<file path="src/rtl/fp_pkg.sv">
// Shared floating-point constants and types for the float-to-int conversion path.
package fp_pkg;

  localparam logic [1:0] RM_RNE = 2'd0;
  localparam logic [1:0] RM_RDN = 2'd1;
  localparam logic [1:0] RM_RUP = 2'd2;
  localparam logic [1:0] RM_RTZ = 2'd3;

  localparam int unsigned FP32_BIAS = 127;

  localparam logic [31:0] INT_POS_SAT = 32'h7fff_ffff;
  localparam logic [31:0] INT_NEG_SAT = 32'h8000_0000;

  typedef enum logic [1:0] {
    StIdle,
    StShift,
    StRound,
    StDone
  } f2i_state_e;

endpackage

</file>
<file path="src/rtl/f2i_round.sv">
// Rounds an aligned magnitude with guard/sticky bits and applies the sign.
module f2i_round
  import fp_pkg::*;
(
  input  logic [31:0] mag_i,
  input  logic        guard_i,
  input  logic        sticky_i,
  input  logic        sign_i,
  input  logic [1:0]  rm_i,
  output logic [31:0] d_o,
  output logic        inexact_o
);

  logic        inc;
  logic [31:0] rounded;

  always_comb begin
    inc = 1'b0;
    unique case (rm_i)
      RM_RNE:  inc = guard_i & (sticky_i | mag_i[0]);
      RM_RDN:  inc = sign_i & (guard_i | sticky_i);
      RM_RUP:  inc = ~sign_i & (guard_i | sticky_i);
      default: inc = 1'b0;
    endcase
    rounded   = mag_i + {31'd0, inc};
    // Negating zero yields zero, so -0 never becomes 0x80000000.
    d_o       = sign_i ? (32'd0 - rounded) : rounded;
    inexact_o = guard_i | sticky_i;
  end

endmodule

</file>
<file path="src/rtl/f2i_iter.sv">
// Iterative float32 to int32 converter: one bit of right-alignment per cycle,
// valid/ready handshakes on input and output.
module f2i_iter
  import fp_pkg::*;
#(
  parameter int unsigned MAX_RSHIFT = 26
) (
  input  logic        clk,
  input  logic        rst,
  input  logic        in_valid,
  output logic        in_ready,
  input  logic [31:0] a,
  input  logic [1:0]  rm,
  output logic        out_valid,
  input  logic        out_ready,
  output logic [31:0] d,
  output logic        invalid,
  output logic        inexact
);

  localparam int unsigned CntW      = $clog2(MAX_RSHIFT + 1);
  localparam logic [7:0]  ExpLeft   = 8'(FP32_BIAS + 23);
  localparam logic [7:0]  ExpMax    = 8'(FP32_BIAS + 31);
  localparam logic [7:0]  MaxRshift = 8'(MAX_RSHIFT);

  f2i_state_e      state_q, state_d;
  logic [CntW-1:0] cnt_q, cnt_d;
  logic [31:0]     mag_q, mag_d;
  logic            guard_q, guard_d;
  logic            sticky_q, sticky_d;
  logic            sign_q, sign_d;
  logic [1:0]      rm_q, rm_d;
  logic            sat_q, sat_d;
  logic            sat_neg_q, sat_neg_d;
  logic [31:0]     d_q, d_d;
  logic            invalid_q, invalid_d;
  logic            inexact_q, inexact_d;

  logic        s_in;
  logic [7:0]  e_in;
  logic [22:0] frac_in;
  logic [23:0] m_in;
  logic [7:0]  e_eff;
  logic [7:0]  rdist;
  logic [7:0]  lsh;
  logic        is_nan;
  logic        sat_in;

  logic [31:0] rnd_d;
  logic        rnd_inexact;

  always_comb begin
    s_in    = a[31];
    e_in    = a[30:23];
    frac_in = a[22:0];
    m_in    = {e_in != 8'd0, frac_in};
    e_eff   = (e_in == 8'd0) ? 8'd1 : e_in;
    rdist   = ExpLeft - e_eff;
    lsh     = e_in - ExpLeft;
    is_nan  = (e_in == 8'hff) && (frac_in != 23'd0);
    // e = 158 with s = 1 and frac = 0 is exactly -2^31 and stays representable.
    sat_in  = (e_in > ExpMax) ||
              ((e_in == ExpMax) && (!s_in || (frac_in != 23'd0)));
  end

  f2i_round u_round (
    .mag_i     (mag_q),
    .guard_i   (guard_q),
    .sticky_i  (sticky_q),
    .sign_i    (sign_q),
    .rm_i      (rm_q),
    .d_o       (rnd_d),
    .inexact_o (rnd_inexact)
  );

  always_comb begin
    state_d   = state_q;
    cnt_d     = cnt_q;
    mag_d     = mag_q;
    guard_d   = guard_q;
    sticky_d  = sticky_q;
    sign_d    = sign_q;
    rm_d      = rm_q;
    sat_d     = sat_q;
    sat_neg_d = sat_neg_q;
    d_d       = d_q;
    invalid_d = invalid_q;
    inexact_d = inexact_q;

    unique case (state_q)
      StIdle: begin
        if (in_valid) begin
          sign_d    = s_in;
          rm_d      = rm;
          sat_d     = sat_in;
          sat_neg_d = s_in & ~is_nan;
          guard_d   = 1'b0;
          sticky_d  = 1'b0;
          cnt_d     = '0;
          if (sat_in) begin
            mag_d   = '0;
            state_d = StRound;
          end else if (e_eff >= ExpLeft) begin
            mag_d   = {8'd0, m_in} << lsh[3:0];
            state_d = StRound;
          end else begin
            mag_d   = {8'd0, m_in};
            cnt_d   = CntW'((rdist > MaxRshift) ? MaxRshift : rdist);
            state_d = StShift;
          end
        end
      end
      StShift: begin
        mag_d    = mag_q >> 1;
        guard_d  = mag_q[0];
        sticky_d = sticky_q | guard_q;
        cnt_d    = cnt_q - CntW'(1);
        if (cnt_q <= CntW'(1)) begin
          state_d = StRound;
        end
      end
      StRound: begin
        d_d       = sat_q ? (sat_neg_q ? INT_NEG_SAT : INT_POS_SAT) : rnd_d;
        invalid_d = sat_q;
        inexact_d = sat_q ? 1'b0 : rnd_inexact;
        state_d   = StDone;
      end
      StDone: begin
        if (out_ready) begin
          state_d = StIdle;
        end
      end
      default: state_d = StIdle;
    endcase
  end

  always_ff @(posedge clk) begin
    if (rst) begin
      state_q   <= StIdle;
      cnt_q     <= '0;
      mag_q     <= '0;
      guard_q   <= 1'b0;
      sticky_q  <= 1'b0;
      sign_q    <= 1'b0;
      rm_q      <= RM_RNE;
      sat_q     <= 1'b0;
      sat_neg_q <= 1'b0;
      d_q       <= '0;
      invalid_q <= 1'b0;
      inexact_q <= 1'b0;
    end else begin
      state_q   <= state_d;
      cnt_q     <= cnt_d;
      mag_q     <= mag_d;
      guard_q   <= guard_d;
      sticky_q  <= sticky_d;
      sign_q    <= sign_d;
      rm_q      <= rm_d;
      sat_q     <= sat_d;
      sat_neg_q <= sat_neg_d;
      d_q       <= d_d;
      invalid_q <= invalid_d;
      inexact_q <= inexact_d;
    end
  end

  assign in_ready  = (state_q == StIdle);
  assign out_valid = (state_q == StDone);
  assign d         = d_q;
  assign invalid   = invalid_q;
  assign inexact   = inexact_q;

endmodule

</file>
<file path="config.mk">
export PLATFORM = sky130hd
export DESIGN_NAME = f2i_iter
export DESIGN_NICKNAME = d
export VERILOG_FILES = /design/src/rtl/fp_pkg.sv /design/src/rtl/f2i_round.sv /design/src/rtl/f2i_iter.sv
export SDC_FILE = /design/constraint.sdc
export NUM_CORES = 1
export LEC_CHECK = 0
export ABC_AREA = 1
export CAP_MARGIN = 10
export CORE_ASPECT_RATIO = 0.7
export CORE_MARGIN = 2
export CORE_UTILIZATION = 44
export CTS_CLUSTER_DIAMETER = 60
export DETAILED_ROUTE_END_ITERATION = 7
export GPL_TIMING_DRIVEN = 0
export PLACE_DENSITY = 0.69
export SETUP_SLACK_MARGIN = 0.2
export SLEW_MARGIN = 20
export SYNTH_ARGS = -nofsm -noshare
export SYNTH_HDL_FRONTEND = slang
export SYNTH_SLANG_ARGS = --single-unit
</file>
<file path="constraint.sdc">
create_clock -name clk -period 9.3 [get_ports clk]
set_input_delay 1.86 -clock clk [delete_from_list [all_inputs] [get_ports clk]]
set_output_delay 1.86 -clock clk [all_outputs]
set_load 0.01 [all_outputs]
</file>
# Yosys cells after proc, flatten, opt, wreduce, memory -nomap -nowiden
# Index checks and enable logic that the tools add are counted.
# totals
reg_bits	80
out_inout_bits	36
inputBits	38
# op_classes
n_shift	1
n_mux	24
order_cmp	4
n_reduce_logical	14
addsub	5
n_eq_ne	10
n_bitwise	8
# op_table
operator	count
$mux W32	6
$pmux W32 S2	1
$add A32 B1 Y32	1
$shl A24 B4 Y32	1
$sub A1 B32 Y32 const A	1
$reduce_bool A23 Y1	1
$mux W5	4
$eq A8 B8 Y1 const B	2
$mux W2	5
$pmux W5 S2	1
$ge A8 B8 Y1 const B	1
$gt A8 B5 Y1 const B	1
$gt A8 B8 Y1 const B	1
$logic_not A8 Y1	1
$mux W8	1
$pmux W2 S4	1
$reduce_bool A8 Y1	1
$sub A8 B8 Y8 const A	1
$eq A2 B2 Y1 const B	3
$le A5 B1 Y1 const B	1
$sub A5 B1 Y5 const B	1
$and A1 B1 Y1	4
$eq A2 B1 Y1 const B	2
$logic_not A2 Y1	2
other kinds (14)	22

# Longest topological paths before layout
# Gate-level depths: netlist of the first run.
# depth
depth_word	9
depth_mapped	24
mapped_depth_nobuf	24

# Hierarchy
# Synthesis of the first run repeated with hierarchy kept, for this count alone.
# unflattened
hier_cells	1351
hier_area_um2	7561.0
# by_module_without_submodules
mod	n_inst	seq_area_each_um2	cells_each	area_per_inst_um2
f2i_iter	1	1601.5	875	5298.8
f2i_round	1	0.0	476	2262.2

# Worst setup path after synthesis of the first run
# Ideal clock, no wire load.
# synth_path
path_kind	input -> register
from	input a[23]
to	register cnt_q[3]
n_path_buf	1
t_arrival_ns	3.270
setup_ns	0.132
setup_slack_ns	5.898
stages	13
path_cell_list	buf_2 inv_1 nand2_1 nor2_1 nand2_1 nand2_1 inv_1 ha_1 nor2_1 o211ai_1 nand2_1 o21ai_0 a31oi_1
# synth_via
elab_chain_len	9
word_cells_on_any_way	14
# synth_lines
element	line_no	source
start: declaration	f2i_iter.sv:12	input logic [31:0] a,
$logic_not A8 Y1	f2i_iter.sv:57	e_eff = (e_in == 8'd0) ? 8'd1 : e_in;
$mux W8	f2i_iter.sv:57	
$sub A8 B8 Y8	f2i_iter.sv:58	rdist = ExpLeft - e_eff;
$gt A8 B5 Y1	f2i_iter.sv:108	cnt_d = CntW'((rdist > MaxRshift) ? MaxRshift : rdist);
$mux W5	f2i_iter.sv:108	
$mux W5	f2i_iter.sv:103	end else if (e_eff >= ExpLeft) begin
$mux W5 (*)	f2i_iter.sv:100	if (sat_in) begin
$mux W5 (*)	f2i_iter.sv:92	if (in_valid) begin
$pmux W5 S2 (*)	f2i_iter.sv:90	unique case (state_q)
end signal: assignment	f2i_iter.sv:153	cnt_q <= cnt_d;
end: declaration	f2i_iter.sv:27	logic [CntW-1:0] cnt_q, cnt_d;
# Every way passes the cells marked *; elsewhere a longest branch is shown, timed or not. The select of a mux whose other input is x is not followed.
# A chain may end at the register's enable or synchronous reset.

# Worst setup path after layout of the first run
# layout_path
from	input a[10]
to	register mag_q[31]
# layout_via
elab_chain_len	7
word_cells_on_any_way	9
# layout_lines
element	line_no	source
branches (longest 4 deep; another with $shl A24 B4 Y32)	--	
$mux W32 (*)	f2i_iter.sv:100	
$mux W32 (*)	f2i_iter.sv:92	
$pmux W32 S2 (*)	f2i_iter.sv:90	
end signal: assignment	f2i_iter.sv:154	mag_q <= mag_d;
end: declaration	f2i_iter.sv:28	logic [31:0] mag_q, mag_d;
# Every way passes the cells marked *. The select of a mux whose other input is x is not followed.

==> results of run 1 <==
[cell type report]
type	instances	area, um^2
fillers	1629	7244
multi-input cells	901	4722
flip-flops and latches	80	1602
repair buffers	71	710.7
inverters	133	499.2
well taps	200	250.2
clock buffers	9	225.2
plain buffers	52	216.5
clock inverters	7	77.57
[cell families after synthesis]
| kind of cell | count (synthesis) |
|---|---|
| AO/OA/AOI/OAI | 303 |
| flip-flops | 80 |
| adder cells (fa/ha/maj) | 15 |
| buffers and inverters | 185 |
| multiplexers | 10 |
| XOR/XNOR | 27 |
| AND/OR/NAND/NOR | 546 |
[power by group]
| part | switching, mW | total [mW] | internal, mW |
|---|---|---|---|
| combinational | 0.754 | 1.19 | 0.435 |
| sequential | 0.115 | 0.578 | 0.463 |
| clock | 0.158 | 0.369 | 0.211 |
| total | 1.03 | 2.14 | 1.11 |
[metal layers]
metal | vias to the layer above | share of wire (%) | global-route usage [%]
li1 | 4016 | - | -
met1 | 3658 | 52 | 43.37
met2 | 302 | 38 | 39.37
met3 | 18 | 9.3 | 6.701
met4 | 0 | 1.1 | 5.111
met5 | - | 0 | 0
[state kept, by name (all words and copies together), names as in the netlist]
signal and count:
invalid 1, state_q 2, sat_q 1, sticky_q 1, mag_q 32, rm_q 2
sat_neg_q 1, sign_q 1, guard_q 1, inexact 1, cnt_q 5, d 32
[worst paths after layout]
path                            slack [ns]  startpoint  cells past startpoint        end
worst max-delay path                  4.69       a[10]                     13  mag_q[31]
worst min-delay path                  0.49    sticky_q                      2   sticky_q
worst max register to register        5.29      sign_q                     21      d[31]
worst min register to register        0.49    sticky_q                      2   sticky_q
[critical path, cell delays in order]
cell             delay (ns)
clkdlybuf4s50_1        0.47
inv_1                  0.11
nand3_1                0.09
nor3_1                 0.29
nand4_1                0.27
nor2_1                 0.24
nand3_1                0.09
o21ai_0                0.18
nand2_1                0.23
nor2_1                 0.40
buf_2                  0.33
nand4_1                0.15
a21oi_1                0.17
[cells in the mapped netlist, drive strengths merged, types with 4 or more instances]
cell	number	area [um^2]
o211ai	9	67.56
a21oi	109	564.3
clkbuf	38	142.6
dfxtp	80	1602
nor2	100	539.3
inv	131	491.7
nand4	14	87.58
ha	15	187.7
nor3	10	61.31
xnor2	6	52.55
nand3	76	425.4
nand2	336	1371
o221ai	4	35.03
mux2i	10	100.1
buf	14	73.82
o21ai	149	753.2
xor2	21	191.4
nand3b	4	30.03
a31oi	18	112.6
[stage by stage]
stage | hold WS [ns] | std cells
global route | 0.5027 | 1453
CTS | 0.4880 | 1453
detailed placement | 0.4771 | 1437
finish | 0.4863 | 1453
global placement | 0.4646 | 1437
floorplan | 0.4457 | 1166
==> results.json, run 1 <==
{
  "outcome": "finished clean",
  "muxShareOfSynthArea_pct": 1.422,
  "yosys.area_share.xor_xnor_pct": 3.466,
  "drc": 0,
  "grt_pass1_vias": 7217,
  "postCtsHoldBufs": 0,
  "fin_worst_skew_ns": 0.01014,
  "ys_ff_latch": 80,
  "grt_max_degree": 16,
  "fin_setup_tns_ns": 0,
  "drive_gt1_share_pct": 8.859,
  "post_cts_buffers": 0,
  "layout_commonest_cell": "nand2_1",
  "gp_congestion": 0.9508,
  "postLayoutCellArea_mm2": 0.008303,
  "synth_ff_type": "dfxtp_1",
  "netlist_instances": 1166,
  "fp.coreArea_mm2": 0.01555,
  "cts_tree": "built",
  "clk_pin_slew_ns": 0.07,
  "yosysUniqueCellTypes": 47,
  "synth_top_family_by_area": "simple AND/OR/NAND/NOR gates",
  "final.min_clock_period_ns": 4.609,
  "ant_nets": 0,
  "cp-start-kind": "input pin",
  "numCtsBuffers": 9,
  "hold_violations": 0,
  "cp_data_required_time_ns": 9.56,
  "cts_resized": 0,
  "die_w_um": 155.2,
  "io_pins": 74,
  "dpl_cell_area_mm2": 0.008000,
  "p_leak_nw": 3.518,
  "avgSynthCellArea_um2": 6.037,
  "final_cell_mix": "nand2_1 (306), o21ai_0 (138), inv_1 (120), a21oi_1 (104), dfxtp_1 (80)",
  "crit_type": "input pin to flip-flop",
  "cts.sink_count": 80,
  "setup_viol": 0,
  "hold_class": "flip-flop to flip-flop",
  "max-cap-violations": 0,
  "synth_compound_area_share_pct": 23.23,
  "worstPathMaxFanout": 10,
  "yosysWarnings": 0,
  "power.density_mw_per_mm2": 257.3,
  "wirelength_um": 23320,
  "die_h_um": 109.8,
  "io_buffer_count": 71,
  "viasPerCell": 5.502,
  "mappedNetlistArea_mm2": 0.007039,
  "utilization_pct": 53.40,
  "peakVddDrop_mv": 0.1550,
  "place_ws_ns": 4.550,
  "worstPathArrival_ns": 4.87,
  "drt_iter0_markers": 829,
  "setup_slack_ns": 4.691,
  "drt_pass1_iterations": 5,
  "worstSkewPairLatency_ns": 0.35,
  "antenna_found_initial": 0,
  "nets": 1301,
  "rsz0062_at_grt": "no",
  "routedWlPerCell_um": 16.05,
  "maxSlewViolCount": 0,
  "vias": 7994,
  "grt_usage_pct": 28.11,
  "synth-adder-area-share_pct": 2.666,
  "tightest_slew_ns": 0.8557,
  "synth_edf_count": 0,
  "synthSimpleGateAreaFrac_pct": 36.30,
  "synth_nets": 1219,
  "root_buffer": "clkbuf_16",
  "final.period_utilization_pct": 49.56,
  "area.growth.synth_to_final_pct": 17.95,
  "dieArea_mm2": 0.01704,
  "grt_pass1_wl_um": 37600,
  "synth-async-reset-ratio_pct": 0,
  "initial_core_util_pct": 45.28,
  "cts_buffer_depth": 2,
  "fmax_ghz": 0.2170,
  "rows": 38,
  "htreeDepth": 3,
  "dp_hpwl_um": 18920,
  "fin_total_pwr_mw": 2.136,
  "overflow": 0,
  "n_antenna_cell": 0,
  "crit_path_end_kind": "flip-flop",
  "seq_area_frac_synth_pct": 22.75,
  "slew-limit-headroom_pct": 42.95
}
No activity file was read; power rests on OpenSTA's default activity.
==> run 2, diff against run 1 <==
--- a/config.mk
+++ b/config.mk
@@ -13,7 +13,7 @@
 export CTS_CLUSTER_DIAMETER = 60
 export DETAILED_ROUTE_END_ITERATION = 7
 export GPL_TIMING_DRIVEN = 0
-export PLACE_DENSITY = 0.69
+export PLACE_DENSITY = 0.71
 export SETUP_SLACK_MARGIN = 0.2
 export SLEW_MARGIN = 20
 export SYNTH_ARGS = -nofsm -noshare
==> constraint.sdc (replaced) <==
create_clock -name clk -period 4.17 [get_ports clk]
set_input_delay 0.834 -clock clk [delete_from_list [all_inputs] [get_ports clk]]
set_output_delay 0.834 -clock clk [all_outputs]
set_load 0.01 [all_outputs]
==> run 2 against run 1 <==
  * Sequential power up 120%
  * Sequential share of layout area is essentially flat
  * Combinational power increased by 120%
  * Critical path depth rose by 11
  * Design area down 0.20%
  * Power is 120% higher
  * Utilization is 0.10 points lower
  * Global-route usage down 0.88 points
==> results.json, run 2 (synthesis gave the netlist of run 1 again) <==
{
  "layout_commonest_cell": "nand2_1",
  "power.density_mw_per_mm2": 566.7,
  "cts_resized": 0,
  "post_cts_buffers": 0,
  "cp-start-kind": "flip-flop",
  "cpMostUsedCell": "nand2_1",
  "fin_setup_tns_ns": 0,
  "cts.sink_count": 80,
  "worstPathArrival_ns": 3.86,
  "dp_hpwl_um": 18720,
  "gp_congestion": 0.9473,
  "postLayoutCellArea_mm2": 0.008287,
  "outcome": "finished clean",
  "vias": 8081,
  "max-cap-violations": 0,
  "die_h_um": 109.8,
  "drive_gt1_share_pct": 9.018,
  "rows": 38,
  "clk_pin_slew_ns": 0.07,
  "final.period_utilization_pct": 87.95,
  "routedWlPerCell_um": 15.91,
  "nets": 1301,
  "crit_family": "simple AND/OR/NAND/NOR gates",
  "numCtsBuffers": 9,
  "crit_path_end_kind": "flip-flop",
  "wirelength_um": 23120,
  "grt_usage_pct": 27.24,
  "dieArea_mm2": 0.01704,
  "hold_start": "sat_neg_q",
  "fin_worst_skew_ns": 0.01370,
  "crit_type": "flip-flop to flip-flop",
  "final.min_clock_period_ns": 3.668,
  "cp_data_required_time_ns": 4.36,
  "n_antenna_cell": 0,
  "maxSlewViolCount": 0,
  "peakVddDrop_mv": 0.2951,
  "initial_core_util_pct": 45.28,
  "hold_violations": 0,
  "crit_buf_inv": 3,
  "worstSkewPairLatency_ns": 0.35,
  "fp.coreArea_mm2": 0.01555,
  "cts_buffer_depth": 2,
  "grt_max_degree": 16,
  "htreeDepth": 3,
  "grt_pass1_vias": 6997,
  "tightest_slew_ns": 0.8758,
  "antenna_found_initial": 1,
  "cts_tree": "built",
  "dpl_cell_area_mm2": 0.008000,
  "rr_worst_depth": 24,
  "io_buffer_count": 71,
  "hold_end": "sat_neg_q",
  "overflow": 0,
  "postCtsHoldBufs": 0,
  "hold_class": "flip-flop to flip-flop",
  "utilization_pct": 53.30,
  "cp_slowest_cell": "dfxtp_1",
  "drt_iter0_markers": 732,
  "root_buffer": "clkbuf_16",
  "r2r_slack_ns": 0.50,
  "r2r_end": "d[31]",
  "viasPerCell": 5.562,
  "path_cells": "buf_6 > buf_2 > xor2_1 > nand3_1 > a21oi_1 > ha_1 > ha_2 > nand2_4 > nor2_8 > nand2_2 > nor2_1 > nand2_1 > nand2_1 > nand2_1 > inv_1 > nand2_1 > nor2_1 > nand2_1 > nand2_1 > nand3_1 > nand2_1 > nand3_1 > nand2_1 > a21oi_2",
  "ant_nets": 0,
  "p_leak_nw": 3.501,
  "timing.rr.start": "sign_q",
  "fmax_ghz": 0.2727,
  "grt_pass1_wl_um": 36690,
  "die_w_um": 155.2,
  "area.growth.synth_to_final_pct": 17.72,
  "slew-limit-headroom_pct": 41.61,
  "drt_pass1_iterations": 5,
  "drc": 0,
  "final_cell_mix": "nand2_1 (306), o21ai_0 (138), inv_1 (120), a21oi_1 (104), dfxtp_1 (80)",
  "io_pins": 74,
  "worstPathMaxFanout": 10,
  "worstHoldPathCells": 2,
  "setup_viol": 0,
  "slowest_delay_ns": 0.45,
  "rsz0062_at_grt": "no",
  "nFillCells": 1622,
  "fin_total_pwr_mw": 4.696
}
-- run 2: changes by cell type in the layout (fill, tap and decap cells not counted) --
cell,previous run,this run
ha_1,15,14
clkinv_2,1,0
clkbuf_1,38,37
ha_2,0,1
bufinv_16,1,0
clkinvlp_4,1,3
inv_6,3,1
buf_2,8,9
clkinv_4,1,3
-- run 2: tightest hold or removal path: stages, from the launching register on --
cell,delay (ns)
dfxtp_1,0.33
nand2_1,0.06
a21oi_1,0.05
-- run 2: how the worst max path moves through the flow --
stage | start | end | slack (ns) | cells past startpoint
6_report | sign_q | d[31] | 0.50 | 24
5_1_grt | sign_q | d[31] | 0.22 | 21
4_1_cts | sign_q | d[31] | 0.29 | 21
3_5_place_dp | sign_q | d[31] | 0.34 | 21
3_3_place_gp | sign_q | d[31] | 0.36 | 21
2_1_floorplan | sign_q | d[16] | 1.08 | 19
-- run 2: power breakdown --
group	switching, mW	leakage (nW)	internal (mW)
sequential	0.257	0.657	1.03
combinational	1.68	2.72	0.973
clock	0.345	0.128	0.408
total	2.28	3.50	2.41
-- run 2: per-stage QoR --
step | std cells | setup slack [ns] | hold slack [ns]
floorplan | 1166 | 1.076 | 0.4457
finish | 1453 | 0.5023 | 0.4889
global route | 1453 | 0.2172 | 0.5071
CTS | 1453 | 0.2875 | 0.4894
detailed placement | 1437 | 0.3370 | 0.4795
global placement | 1437 | 0.3582 | 0.4642
-- run 2: per-layer routing --
layer / routed length (um) / share of wire [%] / track usage (%) / up-vias
li1: - / - / - / 4007
met1: 11820 / 51 / 41.90 / 3736
met2: 8839 / 38 / 37.49 / 307
met3: 2137 / 9.2 / 7.213 / 29
met4: 319 / 1.4 / 5.374 / 2
met5: 11 / 0.048 / 0 / -
-- run 2: layout make-up --
class | instances | area [um^2] | share of cell area [%]
well taps | 200 | 250.2 | 3.020
repair buffers | 71 | 710.7 | 8.576
multi-input cells | 901 | 4725 | 57.01
clock buffers | 9 | 225.2 | 2.718
clock inverters | 7 | 57.56 | 0.6945
flip-flops and latches | 80 | 1602 | 19.33
inverters | 133 | 499.2 | 6.024
plain buffers | 52 | 217.7 | 2.627
==> run 3, diff against run 2 <==
--- a/config.mk
+++ b/config.mk
@@ -6,7 +6,7 @@
 export NUM_CORES = 1
 export LEC_CHECK = 0
 export ABC_AREA = 1
-export CAP_MARGIN = 10
+export CAP_MARGIN = 25
 export CORE_ASPECT_RATIO = 0.7
 export CORE_MARGIN = 2
 export CORE_UTILIZATION = 44
==> results of run 3 <==
The final DEF is identical to that of run 2; final timing and power are the same.
